==> src/rtl/function_stack.sv <==
// Return-address stack for the stack-machine core, with a registered top-of-stack output for the fetch mux.
// Optional high-water-mark output HWM_OUT is enabled by defining FUNCTION_STACK_HWM_EN.
module function_stack #(
   parameter int ADDR_WIDTH  = 12,
   parameter int STACK_DEPTH = 16,
   parameter int PTR_WIDTH   = 4
) (
   input  logic                  clk,
   input  logic                  reset,
   input  logic [ADDR_WIDTH-1:0] PC_IN,
   input  logic                  CTRL_PUSH,
   input  logic                  CTRL_POP,
   input  logic                  SEL_RET_OFFSET,
   output logic [ADDR_WIDTH-1:0] TOS_OUT,
   output logic [PTR_WIDTH:0]    DEPTH_OUT,
   output logic                  EMPTY,
   output logic                  FULL,
   output logic                  OVERFLOW_ERR,
   output logic                  UNDERFLOW_ERR
`ifdef FUNCTION_STACK_HWM_EN
   ,
   output logic [PTR_WIDTH:0]    HWM_OUT
`endif
);

   localparam logic [PTR_WIDTH:0] ONE      = (PTR_WIDTH+1)'(1);
   localparam logic [PTR_WIDTH:0] TWO      = (PTR_WIDTH+1)'(2);
   localparam logic [PTR_WIDTH:0] FULL_CNT = (PTR_WIDTH+1)'(STACK_DEPTH);

   logic [ADDR_WIDTH-1:0] mem [STACK_DEPTH];
   logic [PTR_WIDTH:0]    depth_q, depth_d;
   logic [ADDR_WIDTH-1:0] tos_q, tos_d, ret_addr;
   logic                  ovf_q, unf_q, ovf_set, unf_set, wr_en;
   logic [PTR_WIDTH-1:0]  wr_idx, push_idx, top_idx, below_idx;
   logic                  is_empty, is_full, is_one;

   assign ret_addr  = PC_IN + (SEL_RET_OFFSET ? ADDR_WIDTH'(2) : ADDR_WIDTH'(1));
   assign is_empty  = (depth_q == '0);
   assign is_full   = (depth_q == FULL_CNT);
   assign is_one    = (depth_q == ONE);
   assign push_idx  = PTR_WIDTH'(depth_q);
   assign top_idx   = PTR_WIDTH'(depth_q - ONE);
   assign below_idx = PTR_WIDTH'(depth_q - TWO);

   // NOTE: every output of this block gets a default first so no latch is inferred.
   always_comb begin
      depth_d = depth_q;
      tos_d   = tos_q;
      wr_en   = 1'b0;
      wr_idx  = push_idx;
      ovf_set = 1'b0;
      unf_set = 1'b0;
      if (CTRL_PUSH && CTRL_POP && !is_empty) begin
         // Tail call: overwrite the top in place, depth unchanged.
         wr_en  = 1'b1;
         wr_idx = top_idx;
         tos_d  = ret_addr;
      end else if (CTRL_PUSH) begin
         if (is_full) begin
            ovf_set = 1'b1;
         end else begin
            wr_en   = 1'b1;
            depth_d = depth_q + ONE;
            tos_d   = ret_addr;
         end
      end else if (CTRL_POP) begin
         if (is_empty) begin
            unf_set = 1'b1;
         end else if (is_one) begin
            depth_d = '0;
            tos_d   = '0;
         end else begin
            depth_d = depth_q - ONE;
            tos_d   = mem[below_idx];
         end
      end
   end

   // NOTE: sequential state uses non-blocking assignments so all registers update from pre-edge values.
   always_ff @(posedge clk) begin
      if (reset) begin
         depth_q <= '0;
         tos_q   <= '0;
         ovf_q   <= 1'b0;
         unf_q   <= 1'b0;
      end else begin
         depth_q <= depth_d;
         tos_q   <= tos_d;
         if (ovf_set) ovf_q <= 1'b1;
         if (unf_set) unf_q <= 1'b1;
      end
   end

   // NOTE: the storage array has no reset; entries above the depth are never observed.
   always_ff @(posedge clk) begin
      if (wr_en && !reset) mem[wr_idx] <= ret_addr;
   end

   assign TOS_OUT       = tos_q;
   assign DEPTH_OUT     = depth_q;
   assign EMPTY         = is_empty;
   assign FULL          = is_full;
   assign OVERFLOW_ERR  = ovf_q;
   assign UNDERFLOW_ERR = unf_q;

`ifdef FUNCTION_STACK_HWM_EN
   logic [PTR_WIDTH:0] hwm_q;

   // Follows DEPTH_OUT one cycle late; rejected pushes never move the depth.
   always_ff @(posedge clk) begin
      if (reset)                hwm_q <= '0;
      else if (depth_q > hwm_q) hwm_q <= depth_q;
   end

   assign HWM_OUT = hwm_q;
`endif

endmodule

==> config.mk <==
export PLATFORM = sky130hd
export DESIGN_NAME = function_stack
export DESIGN_NICKNAME = d
export VERILOG_FILES = /design/src/rtl/function_stack.sv
export SDC_FILE = /design/constraint.sdc
export NUM_CORES = 1
export LEC_CHECK = 0
export ABC_AREA = 1
export CAP_MARGIN = 20
export CELL_PAD_IN_SITES_DETAIL_PLACEMENT = 0
export CELL_PAD_IN_SITES_GLOBAL_PLACEMENT = 2
export CORE_ASPECT_RATIO = 2
export CORE_MARGIN = 2
export CORE_UTILIZATION = 30
export CTS_CLUSTER_DIAMETER = 100
export DETAILED_ROUTE_END_ITERATION = 10
export GPL_TIMING_DRIVEN = 0
export PLACE_DENSITY_LB_ADDON = 0.1
export SYNTH_ARGS = -nofsm -noshare
export SYNTH_HDL_FRONTEND = slang
export SYNTH_SLANG_ARGS = --single-unit
export TNS_END_PERCENT = 5
==> constraint.sdc <==
create_clock -name clk -period 2.89 [get_ports clk]
set_clock_uncertainty 0.05 [all_clocks]
set_input_delay 0.7225 -clock clk [delete_from_list [all_inputs] [get_ports clk]]
set_output_delay 0.7225 -clock clk [all_outputs]
set_load 0.005 [all_outputs]
==> run metrics <==
initial antenna violation count 1; crit path max-delay cell type dfxtp_1; Crit Path Max Fanout 9; part of the power in combinational logic 0.407; CTS tree built; crit path kind reg2reg; Yosys warning count 0; ratio of final minimum period to clock period 0.976; hold_ws 0.421 ns; layout net count 1096; HPWL after DPL 24200 um; Sequential Power Share 0.342; Startpoint Class flop; DRC errors left 0; Peak VDD IR 463 uV; Post-CTS Hold Buffers 0; cell mode on critical path nand2_1; FF+latch count, synth 211; Clock transition at path regs 0.07 ns; sw frac 0.417; Net Count, Synth 1012; internal power 6.50 mW; maxcap violations 0; area of the multi-input gates 2850 um^2; Placed Instances 1465; # rows 92; die area 33400 um^2; Worst Reg-to-Reg Cells 9; FF-to-FF End mem[5][5]; Syn Inst Count 985; critical path's top delay family simple AND/OR/NAND/NOR gates; Slew Limit Fails 0; RR Startpoint DEPTH_OUT[2]; Die Y 256 um; main area contributors after synthesis edfxtp_1 (60%), nand2_1 (13%), nand3_1 (7.4%); PwrDens 967 nW/um^2; Die X 130 um; Peak Freq 355 MHz; worst path bufs/invs 2; final non-filler cell total 1506; CP startpoint DEPTH_OUT[2]; status finished clean; ANT nets after route 0; Root Buffer clkbuf_16; class of the worst hold path reg2reg; clock sink count 211; Clock Power Share 0.251; Clock Tree Buf Depth 3; first-pass GRT wire length 48100 um; Critical Path RT 3.06 ns; sequential area share after synthesis 0.644; async set or reset register ratio after synthesis 0; clk_lat worst skew 0.53 ns; first drt pass iteration count 5; Area Growth Syn to Fin 20.8%; Slew @ Worst Pin 0.992 ns; Vias 6889; CORE AREA 31400 um^2; Post-synth EDFFs 192; critical path endpoint mem[5][5]; setup TNS 0 ns; Largest stage delay, worst path 0.52 ns; RSZ-0062 raised after global routing yes; Synth Flop Type edfxtp_1; Starting DRT DRC Count 463; # port buffers 37; FILL cells 3206; Leak 4.73 nW; Yosys top cell by area edfxtp_1; largest net degree at the start of global routing 18; antenna cells 0; top cell type's share of synthesized area 0.604; crit end category flop; WP depth 9; Fin. Hold Viols 0; Initial Util 0.304; Routability Congestion 0.810; Sequential Area 6150 um^2; number of global-route vias before repair 6953; Final min period 2.82 ns; io pins 38; Arr. time, crit path 2.99 ns; vias per std cell 4.57; crit-path cells inv_1 > ha_1 > nand2_1 > nand2_1 > xor2_1 > o21ai_1 > nand3_1 > nor2_2 > buf_4; setup slack, reg-to-reg 0.07 ns; number of distinct library cells after synthesis 33; Routed Wire Length 33200 um; Final setup viols 0; share of cells above drive strength 1 0.113; switching power total 4.65 mW; CTS Buf Count 21; Avg Cell Area, Syn 9.69 um^2; GRT Total Usage 0.205; Max-slew headroom 0.337; H-tree depth 1; synthesized cell area 9550 um^2; total power 11.2 mW; grt ovf 0; Avg WL per Cell 22.0 um
## synthesized netlist by cell type, drive strengths merged (2+ instances only)
| cell | instances |
|---|---|
| a21oi | 21 |
| buf | 27 |
| clkbuf | 16 |
| dfxtp | 19 |
| edfxtp | 192 |
| ha | 9 |
| inv | 123 |
| nand2 | 338 |
| nand3 | 144 |
| nand3b | 2 |
| nand4 | 3 |
| nor2 | 54 |
| o21ai | 22 |
| xnor2 | 2 |
| xor2 | 7 |
## state kept, by name, indices dropped and copies added (netlist names)
signal / flops
DEPTH_OUT: 5
mem: 192
UNDERFLOW_ERR: 1
TOS_OUT: 12
OVERFLOW_ERR: 1
## cells by family after synthesis
family	after synthesis	share of synthesized area
xor+xnor	9	0.00826
flops	211	0.644
simple gates	542	0.238
fa+ha+maj	10	0.0139
buf+inv	166	0.0696
compound gates	47	0.0263
## repair_timing
item,in CTS,in global routing
resized for setup,23,13
pin swaps,0,1
buffers inserted,5,1
endpoints found under the setup margin,222,123
## cell usage in the layout (no fill, tap or decap), types with 8 or more instances in the layout
cell type,netlist,final
dfxtp_1,19,17
edfxtp_1,192,192
clkdlybuf4s50_1,0,37
ha_1,9,8
buf_4,1,17
o21ai_0,18,18
a21oi_1,20,20
nand2_1,336,335
nand3_1,141,141
buf_2,24,23
clkbuf_1,16,16
buf_8,0,8
nor2_2,1,13
nor2_1,51,36
inv_1,120,119
clkbuf_16,0,23
## metal layers
layer  vias up  wire, um  part of all wire  global-route usage
met2       123     18700              0.56               0.392
li1       3391         -                 -                   -
met3        42       814             0.025              0.0188
met4         0      1250             0.038              0.0786
met1      3333     12500              0.38               0.226
met5         -         0                 0                   0
## worst min-delay path: cells and delay by family (launching register included)
| family | cells | cell delay, ns |
|---|---|---|
| simple gates | 1 | 0.06 |
| flops | 1 | 0.32 |
| compound gates | 1 | 0.05 |
## area by class of cell
cell class / instances / share of cell area
inverter: 123 / 0.0413
multi-input combinational: 608 / 0.247
tap: 423 / 0.0459
clock inverter: 12 / 0.00890
timing repair buffer: 63 / 0.0546
clock buffer: 25 / 0.0506
sequential: 211 / 0.533
buffer: 41 / 0.0179
## stage by stage
step	setup slack (ns)	util	cell area, um^2
after global routing	-0.119	0.367	11500
after floorplan	0.186	-	9550
final	0.0695	0.367	11500
after CTS	0.00389	0.366	11500
after global placement	-1.80	0.332	10400
after detailed placement	-1.07	0.341	10700
## worst min path at each step
stage | end | depth (start not counted) | from
6_report | TOS_OUT[1] | 2 | TOS_OUT[1]
5_1_grt | TOS_OUT[5] | 2 | TOS_OUT[5]
4_1_cts | TOS_OUT[1] | 2 | TOS_OUT[1]
3_5_place_dp | TOS_OUT[1] | 2 | TOS_OUT[1]
3_3_place_gp | TOS_OUT[7] | 2 | TOS_OUT[7]
2_1_floorplan | TOS_OUT[8] | 2 | TOS_OUT[8]
## power by group through the flow
stage	clock network, mW	logic (mW)	registers, mW
floorplan	0	2.35	3.82
global placement	0	4.45	3.89
detailed placement	0	4.50	3.88
CTS	2.87	4.61	3.82
global route	2.96	4.92	3.84
finish	2.80	4.54	3.81
Power figures use the tool's default switching activity.
